$ cat config.mk
export PLATFORM = sky130hd
export DESIGN_NAME = divider_n_seq_flat
export DESIGN_NICKNAME = d
export VERILOG_FILES = /design/src/rtl/divider_n_seq_if.sv /design/src/rtl/divider_n_seq.sv /design/src/flat_wrapper.sv
export SDC_FILE = /design/constraint.sdc
export NUM_CORES = 1
export LEC_CHECK = 0
export ABC_AREA = 1
export CAP_MARGIN = 10
export CORE_MARGIN = 4
export CORE_UTILIZATION = 53
export CTS_CLUSTER_DIAMETER = 50
export DETAILED_ROUTE_END_ITERATION = 8
export GPL_TIMING_DRIVEN = 0
export PLACE_DENSITY = 0.8
export SKIP_LAST_GASP = 1
export SLEW_MARGIN = 10
export SYNTH_ARGS = -nofsm -noshare
export SYNTH_HDL_FRONTEND = slang
export SYNTH_SLANG_ARGS = --single-unit
$ cat constraint.sdc
create_clock -name clk -period 2.3 [get_ports clk]
set_clock_uncertainty 0.1 [all_clocks]
set_input_delay 0.23 -clock clk [delete_from_list [all_inputs] [get_ports clk]]
set_output_delay 0.23 -clock clk [all_outputs]
set_load 0.02 [all_outputs]
$ cat src/rtl/divider_n_seq_if.sv
`default_nettype none
// ============================================================================
// Module   : divider_n_seq_if
// Brief    : Operand/result handshake bundle for the sequential divider.
//            The producer/consumer side uses master; the divider uses slave.
// Revision : 1.0  initial release
// ============================================================================
interface divider_n_seq_if #(
    parameter int N = 32
);
    logic         in_valid;
    logic         in_ready;
    logic [N-1:0] dividend;
    logic [N-1:0] divisor;
    logic         out_valid;
    logic         out_ready;
    logic [N-1:0] quotient;
    logic [N-1:0] remainder;
    logic         div0;

    modport master (
        output in_valid,
        output dividend,
        output divisor,
        output out_ready,
        input  in_ready,
        input  out_valid,
        input  quotient,
        input  remainder,
        input  div0
    );

    modport slave (
        input  in_valid,
        input  dividend,
        input  divisor,
        input  out_ready,
        output in_ready,
        output out_valid,
        output quotient,
        output remainder,
        output div0
    );
endinterface
`default_nettype wire

$ cat src/rtl/divider_n_seq.sv
`default_nettype none
// ============================================================================
// Module   : divider_n_seq
// Brief    : Multi-cycle unsigned restoring divider, one quotient bit per
//            cycle. Define DIVIDER_DIV0_ERR_EN for early divide-by-zero exit.
// Revision : 1.0  initial release
// ============================================================================
module divider_n_seq #(
    parameter int N = 32
) (
    input  wire logic      clk,
    input  wire logic      rst_n,
    divider_n_seq_if.slave bus
);

    localparam int            CW     = $clog2(N + 1);
    localparam logic [CW-1:0] c_last = CW'(N - 1);
    localparam logic [CW-1:0] c_one  = CW'(1);

    typedef enum logic [1:0] {
        S_IDLE = 2'd0,
        S_BUSY = 2'd1,
        S_DONE = 2'd2
    } state_t;

    state_t        r_state;
    state_t        w_next;
    logic [N-1:0]  r_q;
    logic [N-1:0]  r_d;
    logic [N:0]    r_r;
    logic [CW-1:0] r_cnt;

    logic [N:0]    w_t;
    logic [N+1:0]  w_sum;
    logic          w_carry;
    logic          w_done;
    logic          w_div0;
    logic          w_unused_rtop;

    // Subtract as an add of the inverted divisor with carry-in 1; carry-out
    // set means the shifted partial remainder was >= divisor.
    assign w_t     = {r_r[N-1:0], r_q[N-1]};
    assign w_sum   = {1'b0, w_t} + {1'b0, ~{1'b0, r_d}} + {{(N+1){1'b0}}, 1'b1};
    assign w_carry = w_sum[N+1];

    // The partial remainder always stays below the divisor, so its top bit
    // is structurally zero and never feeds the next step.
    assign w_unused_rtop = r_r[N];

    always_ff @(posedge clk or negedge rst_n) begin
        if (!rst_n) begin
            r_state <= S_IDLE;
        end else begin
            r_state <= w_next;
        end
    end

    always_comb begin
        w_next = r_state;
        case (r_state)
            S_IDLE: begin
                if (bus.in_valid) begin
                    w_next = S_BUSY;
                end
            end
            S_BUSY: begin
                if (r_cnt == c_last) begin
                    w_next = S_DONE;
                end
`ifdef DIVIDER_DIV0_ERR_EN
                if (r_d == '0) begin
                    w_next = S_DONE;
                end
`endif
            end
            S_DONE: begin
                if (bus.out_ready) begin
                    w_next = S_IDLE;
                end
            end
            default: w_next = S_IDLE;
        endcase
    end

    always_ff @(posedge clk or negedge rst_n) begin
        if (!rst_n) begin
            r_q   <= '0;
            r_d   <= '0;
            r_r   <= '0;
            r_cnt <= '0;
        end else begin
            case (r_state)
                S_IDLE: begin
                    if (bus.in_valid) begin
                        r_q   <= bus.dividend;
                        r_d   <= bus.divisor;
                        r_r   <= '0;
                        r_cnt <= '0;
                    end
                end
                S_BUSY: begin
`ifdef DIVIDER_DIV0_ERR_EN
                    // Zero divisor: jump straight to the natural restoring result.
                    if (r_d == '0) begin
                        r_q <= '1;
                        r_r <= {1'b0, r_q};
                    end else
`endif
                    begin
                        r_q   <= {r_q[N-2:0], w_carry};
                        r_r   <= w_carry ? w_sum[N:0] : w_t;
                        r_cnt <= r_cnt + c_one;
                    end
                end
                default: ;
            endcase
        end
    end

`ifdef DIVIDER_DIV0_ERR_EN
    logic r_div0;

    always_ff @(posedge clk or negedge rst_n) begin
        if (!rst_n) begin
            r_div0 <= 1'b0;
        end else if (r_state == S_IDLE && bus.in_valid) begin
            r_div0 <= 1'b0;
        end else if (r_state == S_BUSY && r_d == '0) begin
            r_div0 <= 1'b1;
        end
    end

    assign w_div0 = r_div0;
`else
    assign w_div0 = 1'b0;
`endif

    assign w_done        = (r_state == S_DONE);
    assign bus.in_ready  = (r_state == S_IDLE);
    assign bus.out_valid = w_done;
    assign bus.quotient  = w_done ? r_q : '0;
    assign bus.remainder = w_done ? r_r[N-1:0] : '0;
    assign bus.div0      = w_done & w_div0;

endmodule
`default_nettype wire
$ cat src/flat_wrapper.sv
// flat-port wrapper written by rule: the top's interface ports become plain ports
module divider_n_seq_flat 
#(
    parameter int N = 32
)
  (clk, rst_n, bus_in_valid, bus_dividend, bus_divisor, bus_out_ready, bus_in_ready, bus_out_valid, bus_quotient, bus_remainder, bus_div0);
  divider_n_seq_if #(.N(N)) bus_i ();
  input  wire logic clk;
  input  wire logic rst_n;
  input wire logic [$bits(bus_i.in_valid)-1:0] bus_in_valid;
  input wire logic [$bits(bus_i.dividend)-1:0] bus_dividend;
  input wire logic [$bits(bus_i.divisor)-1:0] bus_divisor;
  input wire logic [$bits(bus_i.out_ready)-1:0] bus_out_ready;
  output wire logic [$bits(bus_i.in_ready)-1:0] bus_in_ready;
  output wire logic [$bits(bus_i.out_valid)-1:0] bus_out_valid;
  output wire logic [$bits(bus_i.quotient)-1:0] bus_quotient;
  output wire logic [$bits(bus_i.remainder)-1:0] bus_remainder;
  output wire logic [$bits(bus_i.div0)-1:0] bus_div0;
  assign bus_i.in_valid = bus_in_valid;
  assign bus_i.dividend = bus_dividend;
  assign bus_i.divisor = bus_divisor;
  assign bus_i.out_ready = bus_out_ready;
  assign bus_in_ready = bus_i.in_ready;
  assign bus_out_valid = bus_i.out_valid;
  assign bus_quotient = bus_i.quotient;
  assign bus_remainder = bus_i.remainder;
  assign bus_div0 = bus_i.div0;
  divider_n_seq #(.N(N)) u_core (.clk(clk), .rst_n(rst_n), .bus(bus_i));
endmodule
# Word-level counts from Yosys, hierarchy flattened
# Index checks and enable logic that the tools add are counted.
# Widths: inputs -> output; s select.
word_totals:
  ff_bits: 104
  wordCells: 33
op_classes:
  add_sub_neg: 3
  n_eq_ne: 6
  muxes: 13
  bitwise: 1
  n_reduce_logical: 5
op_table:
  columns: ["cell", "count"]
  rows:
  - ["$mux 32", 5]
  - ["$pmux 32 s2", 2]
  - ["$add 33x33->34", 1]
  - ["$add 34x1->34 const B", 1]
  - ["$not 32->33", 1]
  - ["$pmux 6 s2", 1]
  - ["$add 6x1->6 const B", 1]
  - ["$eq 6x5->1 const B", 1]
  - ["$mux 2", 3]
  - ["$mux 6", 1]
  - ["$pmux 2 s3", 1]
  - ["$ne 2x2->1 const B", 2]
  - ["$reduce_and 2->1", 2]
  - ["$reduce_and 3->1", 1]
  - ["$eq 2x1->1 const B", 1]
  - ["$eq 2x2->1 const B", 1]
  - ["$logic_not 2->1", 1]
  - ["$ne 2x1->1 const B", 1]
  - ["$reduce_bool 2->1", 1]

# Depth between registers and ports, before layout
logic_depth:
  depth_word: 5
  ltp_mapped: 16
  ltp_nobuf: 16

# Worst setup path before layout
# OpenSTA, ideal clock, no wires.
synth_timing:
  kind: "reg-to-reg"
  startpoint: "reg u_core.r_r[25]"
  endpoint: "reg u_core.r_r[10]"
  setup_ps: 117
  t_arrival_ps: 1801
  required_ps: 2083
  setup_slack_ps: 282
  path_stages_with_launch: 11
  path_buffers: 1
  synth_period_minus_slack_ps: 2018
  cell_sequence: "dfrtp_1 > ha_1 > a21oi_1 > nor2_1 > o21ai_1 > nand3_1 > nor2_4 > buf_4 > nand3_1 > nand3_1 > nand2_1"
synth_via:
  elab_chain_len: 4
synth_lines:
  columns: ["element", "line", "rtl"]
  rows:
  - ["start, declared", "divider_n_seq.sv:30", "logic [N:0] r_r;"]
  - ["start signal, assigned", "divider_n_seq.sv:111", "r_r <= w_carry ? w_sum[N:0] : w_t;"]
  - ["$add 33x33->34", "divider_n_seq.sv:43", "assign w_sum = {1'b0, w_t} + {1'b0, ~{1'b0, r_d}} + {{(N+1){1'b0}}, 1'b1};"]
  - ["$add 34x1->34", "divider_n_seq.sv:43", null]
  - ["$mux 32", "divider_n_seq.sv:111", null]
  - ["$pmux 32 s2", "divider_n_seq.sv:92", "case (r_state)"]
# No other way between the ends.
# A chain may end at the register's enable or synchronous reset.

# Worst setup path after layout
layout_timing:
  startpoint: "reg u_core.r_r[5]"
  endpoint: "reg u_core.r_r[24]"
# The elaborated chain is that of the path after synthesis.

==> impl_metrics.tcl <==
set metrics [dict create \
    finalWeightedCongestion 0.937 \
    syn_inst 1188 \
    clock_path_buffers 2 \
    rsz0062_at_grt "yes" \
    path_cells "ha_4 -> nand2_1 -> nor2_2 -> nand3_2 -> nand3_4 -> nand2_2 -> nand2_4 -> nand2_8 -> buf_4 -> buf_6 -> nand3_1 -> nand3_1 -> nand2_1" \
    worstHoldPathType "primary input to asynchronous set/reset pin" \
    synth_ff_type "dfrtp_1" \
    comb_power_share_pct 73.1 \
    min_period_over_period_pct 99.0 \
    synthXorXnorAreaFrac_pct 1.73 \
    diodes 0 \
    dp.cells 1502 \
    setup_viol 0 \
    place_area_um2 9160 \
    synth_nets 1290 \
    yosys_warnings 0 \
    path_clk_slew_ns 0.08 \
    ys_ff_latch 104 \
    outcome "completed" \
    synth_area_um2 7570 \
    post-route-util_pct 73.0 \
    total_power_mw 18.1 \
    cts.sink_count 104 \
    drt-total-wl_um 23600 \
    areaGrowthSynthToFinish_pct 34.3 \
    cts_root_buffer "clkbuf_16" \
    die_w_um 128 \
    avgRoutedWirePerCell_um 15.3 \
    max_freq_mhz 439 \
    cellLeakagePower_nw 5.47 \
    drive_gt1_share_pct 14.5 \
    yosys.area_share.simple_pct 34.3 \
    antenna_found_initial 0 \
    p_per_area_nw_per_um2 1780 \
    synth.area.mux_share_pct 0 \
    critPathRequiredTime_ns 2.51 \
    gr-usage-all-layers_pct 28.3 \
    worst_slew_pin_slew_ns 0.647 \
    hold_violations 0 \
    ant_nets 0 \
    synth_async_sr_flop_share_pct 100 \
    fp-row-count 43 \
    synth_compound_area_share_pct 9.14 \
    vias_per_cell 5.06 \
    pwr-share-clk_pct 8.5 \
    grt.overflow.total 0 \
    clock_latency_ns 0.37 \
    grt_max_degree 63 \
    layout_common_cells "385 x nand2_1, 236 x inv_1, 101 x nor2_1" \
    stdcell_area_um2 10200 \
    die_h_um 128 \
    seqPwrFrac_pct 18.4 \
    fin_nets 1466 \
    setup.worst_path.start_class "flip-flop" \
    cpPeakStageDelay_ns 0.43 \
    synth.avg_cell_area_um2 6.37 \
    numCtsBuffers 9 \
    via_count 7837 \
    path_max_fanout 10 \
    dp_hpwl_um 17200 \
    relSlewSlack_pct 56.8 \
    critPathKind "flip-flop to flip-flop" \
    min_period_ns 2.28 \
    power.internal_mw 8.74 \
    first_pass_iters 6 \
    dieArea_um2 16300 \
    switching_share_pct 51.8 \
    drv_slew 0 \
    synth_fa_ha_area_share_pct 5.72 \
    final_common_cell "nand2_1" \
    ys_seq_area_share_pct 34.4 \
    power_switching_mw 9.40 \
    grt_first_pass_wirelength_um 37200 \
    io_pins 135 \
    ir_worst_vdd_mv 0.758 \
    grt_pass1_vias 7630 \
    synth-edff-count 0 \
    initial_core_util_pct 54.3 \
    cts_tree "done" \
    htreeDepth 3 \
    synth_top_family_by_area "simple AND/OR/NAND/NOR gates" \
    core-area_um2 13900 \
    arrival_ns 2.49 \
    cap_violations 0 \
    post-place-ws_ns -0.306 \
    portBuffers 133 \
    end_kind "flip-flop" \
    dr.first_iter.drc_count 596 \
    slowest_stage "dfrtp_1" \
    drc 0 \
    yosys.cell_types.count 41 \
    fin_ws_ns 0.0229 \
    instances_no_fill 1549 \
]
## registers in the layout (all words and copies together), names as in the netlist
| name | flops |
|---|---|
| u_core.r_state | 2 |
| u_core.r_d | 32 |
| u_core.r_q | 32 |
| u_core.r_r | 32 |
| u_core.r_cnt | 6 |
## worst max-delay path, delay by kind of cell (launching register included)
kind,cells,cell delay (ns)
AND/OR/NAND/NOR,10,1.10
flip-flops,1,0.43
adder cells (fa/ha/maj),1,0.31
buffers and inverters,2,0.29
## repair_timing
item | 4_1_cts | 5_1_grt
cloned | 0 | 4
gates resized for setup | 115 | 139
setup endpoints to repair | 97 | 83
setup buffers | 3 | 23
pin swaps | 3 | 14
hold buffers | 1 | 0
endpoints found under the hold margin | 42 | 0
## final cells by class
type | instances | area, µm²
buffer | 38 | 233
clock buffer | 10 | 229
clock inverter | 6 | 61.3
fill | 1171 | 3770
inverter | 244 | 916
multi-input combinational | 803 | 4400
sequential | 104 | 2610
tap | 180 | 225
timing repair buffer | 164 | 1490
## metrics by stage
stage	hold WS (ns)	TNS [ns]
after detailed placement	0.0769	-11.11
final	0.248	0
after CTS	0.258	-0.000399
after global routing	0.277	-0.653
after global placement	0.395	-341.19
after floorplan	-0.166	0
## worst paths after layout
check                      cells past startpoint        endpoint  slack [ns]      startpoint
max in group asynchronous                      3   u_core.r_q[8]        1.20           rst_n
max                                           13  u_core.r_r[24]        0.02   u_core.r_r[5]
min in group clk                               3   u_core.r_d[0]        0.30  bus_divisor[0]
max reg2reg                                   13  u_core.r_r[24]        0.02   u_core.r_r[5]
min                                            2  u_core.r_d[18]        0.25           rst_n
min reg2reg                                    2  u_core.r_q[28]        0.44  u_core.r_q[27]
## routing by layer
layer / vias to the layer above / global-route usage (%) / routed length (µm) / share of wire [%]
li1: 3970 / - / - / -
met1: 3626 / 37.5 / 10400 / 44
met2: 216 / 48.2 / 11400 / 48
met3: 25 / 6.23 / 1430 / 6.1
met4: 0 / 5.11 / 363 / 1.5
met5: - / 0 / 0 / 0
## logic make-up (layout without fill, tap and decap cells)
kind of cell    after synthesis  in the layout
buf+inv                     282            462
fa+ha+maj                    34             34
compound gates              124            124
xor+xnor                     15             15
other cells                   1              1
flops                       104            104
simple gates                628            629
## synthesized netlist by cell type, types with 2 or more instances
library cell	n	area, µm²
a21oi_1	42	210
a21oi_2	2	17.5
a22oi_1	5	37.5
and2_1	5	31.3
buf_1	5	18.8
buf_2	7	35.0
buf_4	5	37.5
buf_6	2	22.5
clkbuf_1	18	67.6
clkinv_1	2	7.51
dfrtp_1	104	2600
ha_1	33	413
inv_1	240	901
inv_2	2	7.51
nand2_1	401	1510
nand2_2	3	18.8
nand3_1	82	410
nand3_2	6	60.1
nand3b_1	2	15.0
nand4_1	6	37.5
nor2_1	113	424
nor2_2	4	25.0
o21ai_0	39	195
o22ai_1	30	188
xnor2_1	14	123
## power groups by stage
stage	Clock (mW)	Sequential (mW)	Combinational (mW)
2_1_floorplan	0	3.09	8.12
3_3_place_gp	0	3.21	10.9
3_5_place_dp	0	3.22	11.1
4_1_cts	1.56	3.23	11.3
5_1_grt	1.63	3.42	14.8
6_report	1.54	3.34	13.3
Note: power is estimated with default switching activity, not from simulation.
